==> config.mk <==
export PLATFORM = sky130hd
export DESIGN_NAME = chacha20_stream_xor
export DESIGN_NICKNAME = d
export VERILOG_FILES = /design/src/rtl/chacha20_stream_xor.sv
export SDC_FILE = /design/constraint.sdc
export NUM_CORES = 2
export LEC_CHECK = 0
export ABC_AREA = 0
export CORE_AREA = 2 2 532 534
export CTS_BUF_LIST = sky130_fd_sc_hd__clkbuf_16
export DETAILED_ROUTE_END_ITERATION = 12
export DIE_AREA = 0 0 534 536
export HOLD_SLACK_MARGIN = 0.03
export PLACE_DENSITY = 0.34
export SYNTH_ARGS = -nofsm -noshare
export SYNTH_HDL_FRONTEND = slang
export SYNTH_SLANG_ARGS = --single-unit
==> constraint.sdc <==
create_clock -name clk -period 3.5 [get_ports clk]
set_input_delay 0.7 -clock clk [delete_from_list [all_inputs] [get_ports clk]]
set_output_delay 0.7 -clock clk [all_outputs]
set_load 0.1 [all_outputs]
==> src/rtl/chacha20_stream_xor.sv <==
`default_nettype none
// ============================================================================
// Module      : chacha20_stream_xor
// Description : ChaCha20 keystream consumer. Requests 512-bit keystream
//               blocks from the ChaCha20 core, buffers one block and XORs it
//               word-by-word into a 32-bit ready/valid data stream. The block
//               counter advances automatically at every 16-word boundary.
// Revision    : 1.0 - initial release
// ============================================================================
module chacha20_stream_xor #(
    parameter int WORD_W = 32
) (
    input  logic               clk,
    input  logic               reset,
    input  logic               init,
    input  logic [255:0]       key,
    input  logic [95:0]        nonce,
    input  logic [31:0]        counter_init,
    input  logic [WORD_W-1:0]  in_data,
    input  logic               in_valid,
    input  logic               in_last,
    output logic               in_ready,
    output logic [WORD_W-1:0]  out_data,
    output logic               out_valid,
    output logic               out_last,
    input  logic               out_ready,
    output logic               core_start,
    output logic [255:0]       core_key,
    output logic [95:0]        core_nonce,
    output logic [31:0]        core_counter,
    input  logic [511:0]       core_keystream,
    input  logic               core_done,
    output logic               busy,
    output logic               ctr_wrap
);

    // The keystream buffer is sliced in 32-bit words; other widths cannot work.
    if (WORD_W != 32) begin : g_width_check
        $error("chacha20_stream_xor: WORD_W must be 32");
    end

    localparam logic [31:0] c_CTR_MAX  = 32'hFFFF_FFFF;
    localparam logic [3:0]  c_LAST_IDX = 4'd15;

    typedef enum logic [2:0] {
        S_IDLE   = 3'd0,
        S_REQ    = 3'd1,
        S_WAIT   = 3'd2,
        S_STREAM = 3'd3,
        S_ERR    = 3'd4
    } state_t;

    state_t              state_q,   state_d;
    logic [255:0]        key_q,     key_d;
    logic [95:0]         nonce_q,   nonce_d;
    logic [31:0]         ctr_q,     ctr_d;
    logic [511:0]        buf_q,     buf_d;
    logic [3:0]          idx_q,     idx_d;
    logic [WORD_W-1:0]   odata_q,   odata_d;
    logic                ovalid_q,  ovalid_d;
    logic                olast_q,   olast_d;
    logic                wrap_q,    wrap_d;
    logic                busy_q,    busy_d;

    logic                w_in_ready;
    logic                w_in_hs;
    logic                w_out_hs;
    logic [WORD_W-1:0]   w_ks_word;

    // A new word may enter whenever the output register is empty or draining.
    assign w_in_ready = (state_q == S_STREAM) && (!ovalid_q || out_ready);
    assign w_in_hs    = in_valid && w_in_ready;
    assign w_out_hs   = ovalid_q && out_ready;
    assign w_ks_word  = buf_q[{idx_q, 5'd0} +: WORD_W];

    // Next-state, session registers and output-register update.
    always_comb begin
        state_d  = state_q;
        key_d    = key_q;
        nonce_d  = nonce_q;
        ctr_d    = ctr_q;
        buf_d    = buf_q;
        idx_d    = idx_q;
        odata_d  = odata_q;
        ovalid_d = ovalid_q;
        olast_d  = olast_q;
        wrap_d   = wrap_q;

        // A pending word drains in every state; a fresh input overrides below.
        if (w_out_hs) begin
            ovalid_d = 1'b0;
        end

        case (state_q)
            S_IDLE, S_ERR: begin
                if (init) begin
                    key_d   = key;
                    nonce_d = nonce;
                    ctr_d   = counter_init;
                    wrap_d  = 1'b0;
                    state_d = S_REQ;
                end
            end
            S_REQ: begin
                state_d = S_WAIT;
            end
            S_WAIT: begin
                if (core_done) begin
                    buf_d   = core_keystream;
                    idx_d   = 4'd0;
                    state_d = S_STREAM;
                end
            end
            S_STREAM: begin
                if (w_in_hs) begin
                    odata_d  = in_data ^ w_ks_word;
                    ovalid_d = 1'b1;
                    olast_d  = in_last;
                    idx_d    = idx_q + 4'd1;
                    if (in_last) begin
                        // Remaining keystream is thrown away; counter untouched.
                        state_d = S_IDLE;
                    end else if (idx_q == c_LAST_IDX) begin
                        if (ctr_q != c_CTR_MAX) begin
                            ctr_d   = ctr_q + 32'd1;
                            state_d = S_REQ;
                        end else begin
                            wrap_d  = 1'b1;
                            state_d = S_ERR;
                        end
                    end
                end
            end
            default: begin
                state_d = S_IDLE;
            end
        endcase

        busy_d = (state_d != S_IDLE) && (state_d != S_ERR);
    end

    // State and datapath registers with synchronous active-low reset.
    always_ff @(posedge clk) begin
        if (!reset) begin
            state_q  <= S_IDLE;
            key_q    <= '0;
            nonce_q  <= '0;
            ctr_q    <= '0;
            buf_q    <= '0;
            idx_q    <= '0;
            odata_q  <= '0;
            ovalid_q <= 1'b0;
            olast_q  <= 1'b0;
            wrap_q   <= 1'b0;
            busy_q   <= 1'b0;
        end else begin
            state_q  <= state_d;
            key_q    <= key_d;
            nonce_q  <= nonce_d;
            ctr_q    <= ctr_d;
            buf_q    <= buf_d;
            idx_q    <= idx_d;
            odata_q  <= odata_d;
            ovalid_q <= ovalid_d;
            olast_q  <= olast_d;
            wrap_q   <= wrap_d;
            busy_q   <= busy_d;
        end
    end

    assign in_ready     = w_in_ready;
    assign out_data     = odata_q;
    assign out_valid    = ovalid_q;
    assign out_last     = olast_q;
    assign core_start   = (state_q == S_REQ);
    assign core_key     = key_q;
    assign core_nonce   = nonce_q;
    assign core_counter = ctr_q;
    assign busy         = busy_q;
    assign ctr_wrap     = wrap_q;

endmodule
`default_nettype wire
### Word level (Yosys, flattened, before mapping)

Index checks and enable logic that the tools add are counted.
Widths: inputs -> output; s select.

* register bits: 939
* memories kept: 0
* ROM bits: 0
* output and inout port bits: 422
* bits in latches: 0
* memory bits (writable): 0

* $mul: 0
* reduce and logical (&&, ||, !) cells: 17
* order comparisons: 0
* bitwise logic cells: 1
* equal/unequal tests: 14
* shift operators: 1
* mux-type cells: 25
* add/sub/neg operators: 2
* divide/modulo/power cells: 0

Operators with widths (number)
* $shiftx 512x10->32: 1
* $mux 32: 5
* $pmux 32 s2: 1
* $add 32x1->32 const B: 1
* $ne 32x32->1 const B: 1
* $xor 32x32->32: 1
* $mux 3: 6
* $pmux 3 s4: 1
* $reduce_and 6->1: 2
* $ne 2x2->1 const B: 5
* $mux 1: 8
* $mux 4: 2
* $pmux 4 s2: 1
* $eq 3x2->1 const B: 2
* $reduce_and 2->1: 3
* $add 4x1->4 const B: 1
* $eq 4x4->1 const B: 1
* $logic_and 1x1->1: 4
* $ne 2x1->1 const B: 2
* $reduce_bool 2->1: 2
* $eq 3x1->1 const B: 1
* $eq 3x3->1 const B: 1
* $logic_not 3->1: 1
* $ne 3x3->1 const B: 1
* other kinds (6): 6

### Longest topological paths before layout

* word-level depth: 8
* mapped depth: 8

### Least setup slack after synthesis

OpenSTA, ideal clock, no wires.

* path kind: reg2reg
* from: register ctr_q[0] (netlist: core_counter[0])
* to: register ctr_q[17] (netlist: core_counter[17])
* clock period less this slack: 3369 ps
* cell stages (with the launch flop): 9
* library setup time: 119 ps
* arrival time: 3250 ps
* required time: 3381 ps
* buffers on the path: 1
* path slack: 131 ps
* cells stage by stage: dfxtp_1 > ha_1 > nand3_1 > or4_4 > or4_4 > a21oi_4 > buf_6 > a21oi_1 > o221a_2

* word-level cells in the longest chain between the ends: 6
* elaborated cells between the ends (all ways): 9
* classes of those cells: add/sub (1); eq/ne (2); mux (5); reduce/logical (1)

RTL lines
* start, declared: line 56 `logic [31:0] ctr_q, ctr_d;`
* start signal, assigned: line 160 `ctr_q <= ctr_d;`
* $add 32x1->32: line 125 `ctr_d = ctr_q + 32'd1;`
* $mux 32: line 124 `if (ctr_q != c_CTR_MAX) begin`
* $mux 32: line 123 `end else if (idx_q == c_LAST_IDX) begin`
* $mux 32: line 120 `if (in_last) begin`
* $mux 32: line 115 `if (w_in_hs) begin`
* $pmux 32 s2: line 94 `case (state_q)`

Several ways; a longest one is shown, not always the timed one. The select of a mux whose other input is x is not followed.
A chain may end at the register's enable or synchronous reset.

### Worst setup path after layout

* from: register idx_q[0]
* to: register odata_q[16] (netlist: out_data[16])

* word-level cells in the longest chain between the ends: 2

RTL lines
* start, declared: line 58 `logic [3:0] idx_q, idx_d;`
* start signal, assigned: line 162 `idx_q <= idx_d;`
* $shiftx 512x10->32: line 74 `assign w_ks_word = buf_q[{idx_q, 5'd0} +: WORD_W];`
* $xor 32x32->32: line 116 `odata_d = in_data ^ w_ks_word;`
* end signal, assigned: line 163 `odata_q <= odata_d;`
* end, declared: line 59 `logic [WORD_W-1:0] odata_q, odata_d;`

Every way passes these cells.

==> impl_metrics.tcl <==
set metrics [dict create \
    synth_area_mm2 0.0367 \
    ios 1357 \
    intPower_mw 21.2 \
    rsz0062_at_grt "false" \
    cts_hold_buf 0 \
    routed-wl-met3_um 24700 \
    p_sw_mw 11.0 \
    outcome "finished clean" \
    cts_buffer_depth 4 \
    ys_ff_latch 939 \
    start_util_pct 13.1 \
    hpwl_um 224000 \
    pwr-share-comb_pct 21.7 \
    clk_pin_slew_worst_paths_ns 0.06 \
    syn_to_final_growth_pct 60.3 \
    die_h_um 536 \
    relSlewSlack_pct 28.9 \
    synth_top_cells_by_count "1,801 x nand2_1, 939 x dfxtp_1, 937 x a21oi_1" \
    fin_util_pct 20.9 \
    sw_frac_of_total_pct 34.2 \
    grt-ovfl-total 0 \
    vdd_drop_max_mv 0.287 \
    hold_viol_final 0 \
    drive_gt1_share_pct 13.1 \
    synth-seq-area-share_pct 51.3 \
    route.final.wire_length_um 274000 \
    gp_congestion 0.904 \
    synthFlopType "dfxtp_1" \
    placementRows 195 \
    grt_pass1_vias 37818 \
    critPathMaxFanout 16 \
    met1_length_um 112000 \
    wl_met2_um 129000 \
    port_buffers 1356 \
    period_share_pct 90.4 \
    core_area_mm2 0.281 \
    dieWidth_um 534 \
    hold_path_class "in2reg" \
    p_seq_share_pct 36.4 \
    cts_setup_buffers 0 \
    pwr-share-clk_pct 41.9 \
    synth.net_count 5411 \
    cap_violations 0 \
    synth_top_area_share_pct 51.3 \
    syn_area_per_cell_um2 8.19 \
    leakage_nw 20.4 \
    fin_setup_tns_ns 0 \
    setup_viol 0 \
    synth_cell_types 54 \
    crit_type "reg2reg" \
    antenna_left 0 \
    fin_crit_ns 3.16 \
    nets 6669 \
    clock_skew_ns 0.0332 \
    cts-root-buf "clkbuf_16" \
    routed_via_density 3.95 \
    grt_pass1_wl_um 356000 \
    htree_levels 4 \
    wl_per_cell_um 28.4 \
    cts_sinks 939 \
    cts_buffers 135 \
    drt_iter0_markers 2402 \
    yosysTopAreaCell "dfxtp_1" \
    dieArea_mm2 0.286 \
    yosys.cell_count.top_type "nand2_1" \
    startpoint_type "flop" \
    tritoncts "built" \
    ctsResizeCount 0 \
    top_layer "met5" \
    grt_max_degree 104 \
    synth_edf_count 0 \
    dr.pass1.iters 5 \
    track_usage_pct 18.3 \
    pwr_density_cell_mw_per_mm2 547 \
    tightest_slew_ns 1.06 \
    critPathRequiredTime_ns 4.16 \
    worstSkewPairLatency_ns 0.80 \
    end_kind "flop" \
    synth_area_leaders "dfxtp_1 51%, nand2_1 18%, a21oi_1 13%, mux4_2 7.9%, clkbuf_1 3.4%" \
    route.detailed.drc 0 \
    antenna_found_initial 201 \
    max_clock_freq_mhz 316 \
    synth_warnings 0 \
    vias 38046 \
    timing.hold.ws_ns 0.431 \
    syn_inst 4474 \
    cp.arrival_ns 3.82 \
    async_flop_share_pct 0 \
    maxSlewViolCount 0 \
]
## metrics by stage
step / instances / worst slack (ns) / total power [mW] / cell area [um2]
5_1_grt: 9589 / 0.204 / 33.4 / 58600
3_3_place_gp: 9338 / 0.218 / 19.0 / 54400
3_5_place_dp: 9338 / 0.225 / 19.0 / 54400
2_1_floorplan: 4474 / 0.131 / 15.8 / 36700
4_1_cts: 9576 / 0.225 / 32.8 / 58600
6_report: 9628 / 0.338 / 32.1 / 58700
## power groups by stage
stage	logic (mW)	registers, mW	clock network, mW
floorplan	1.48	14.3	0
global placement	7.06	11.9	0
detailed placement	7.06	11.9	0
CTS	7.07	11.7	14.0
global route	7.30	11.8	14.4
finish	6.97	11.7	13.5
## layer usage
metal	vias up	GRT usage, %
met5	-	0
met4	106	4.23
met3	477	6.70
met2	1498	31.1
met1	18353	21.9
li1	17612	-
## area by class of cell
cell class / instances / area (um2)
inverters: 3 / 18.8
clock buffers: 137 / 3430
fillers: 31169 / 222000
diodes: 52 / 130
clock inverters: 101 / 759
repair buffers: 1487 / 14400
well taps: 3743 / 4680
flip-flops and latches: 939 / 18800
multi-input cells: 3166 / 16500
## cell families (layout without fill, tap and decap cells)
family / count (synthesis) / after routing / share of synthesized area [%]
flops: 939 / 939 / 51.3
buf+inv: 369 / 1728 / 3.85
xor+xnor: 34 / 34 / 0.812
fa+ha+maj: 2 / 2 / 0.0683
other cells: 0 / 52 / 0
compound gates: 1107 / 1107 / 16.2
simple gates: 1895 / 1895 / 19.9
mux: 128 / 128 / 7.86
## path summary, 6_finish.rpt
check                                  start           end  slack (ns)  depth (start not counted)
worst max-delay path                idx_q[0]  out_data[16]        0.34                          6
worst min-delay path                   reset      idx_q[2]        0.43                          3
worst max register to register      idx_q[0]  out_data[16]        0.34                          6
worst min register to register  core_key[40]  core_key[40]        0.45                          2
## state kept, by name, indices dropped and copies added (netlist names)
name          flops
out_valid         1
out_last          1
idx_q             4
buf_q           512
core_counter     32
core_key        256
busy              1
out_data         32
state_q           3
core_nonce       96
ctr_wrap          1
## cell usage in the layout, fill, tap and decap left out, types with 4 or more instances in the layout
cell type | synthesis | routed
a21o_1 | 4 | 4
a21oi_1 | 937 | 937
a221oi_1 | 32 | 32
a22o_1 | 32 | 32
a31oi_1 | 7 | 7
buf_12 | 0 | 51
buf_4 | 2 | 391
bufinv_16 | 0 | 9
clkbuf_16 | 0 | 137
clkdlybuf4s50_1 | 0 | 1043
clkinv_1 | 0 | 37
clkinv_2 | 0 | 14
clkinv_8 | 0 | 5
dfxtp_1 | 939 | 937
diode_2 | 0 | 52
inv_1 | 2 | 29
inv_6 | 0 | 6
mux4_2 | 128 | 128
nand2_1 | 1801 | 1800
nand3_1 | 14 | 14
nand4_1 | 10 | 10
nor2_1 | 27 | 26
nor3_1 | 8 | 8
o21ai_0 | 45 | 45
o21ai_1 | 9 | 9
o31ai_1 | 13 | 13
o41ai_1 | 4 | 4
xor2_1 | 34 | 34
## critical path: stages, from the launching register on
cell	delay, ns
dfxtp_4	0.69
buf_4	0.29
mux4_2	0.61
a22o_1	0.39
a221oi_1	0.73
xor2_1	0.22
a21oi_1	0.08
Note: power is estimated with default switching activity, not from simulation.
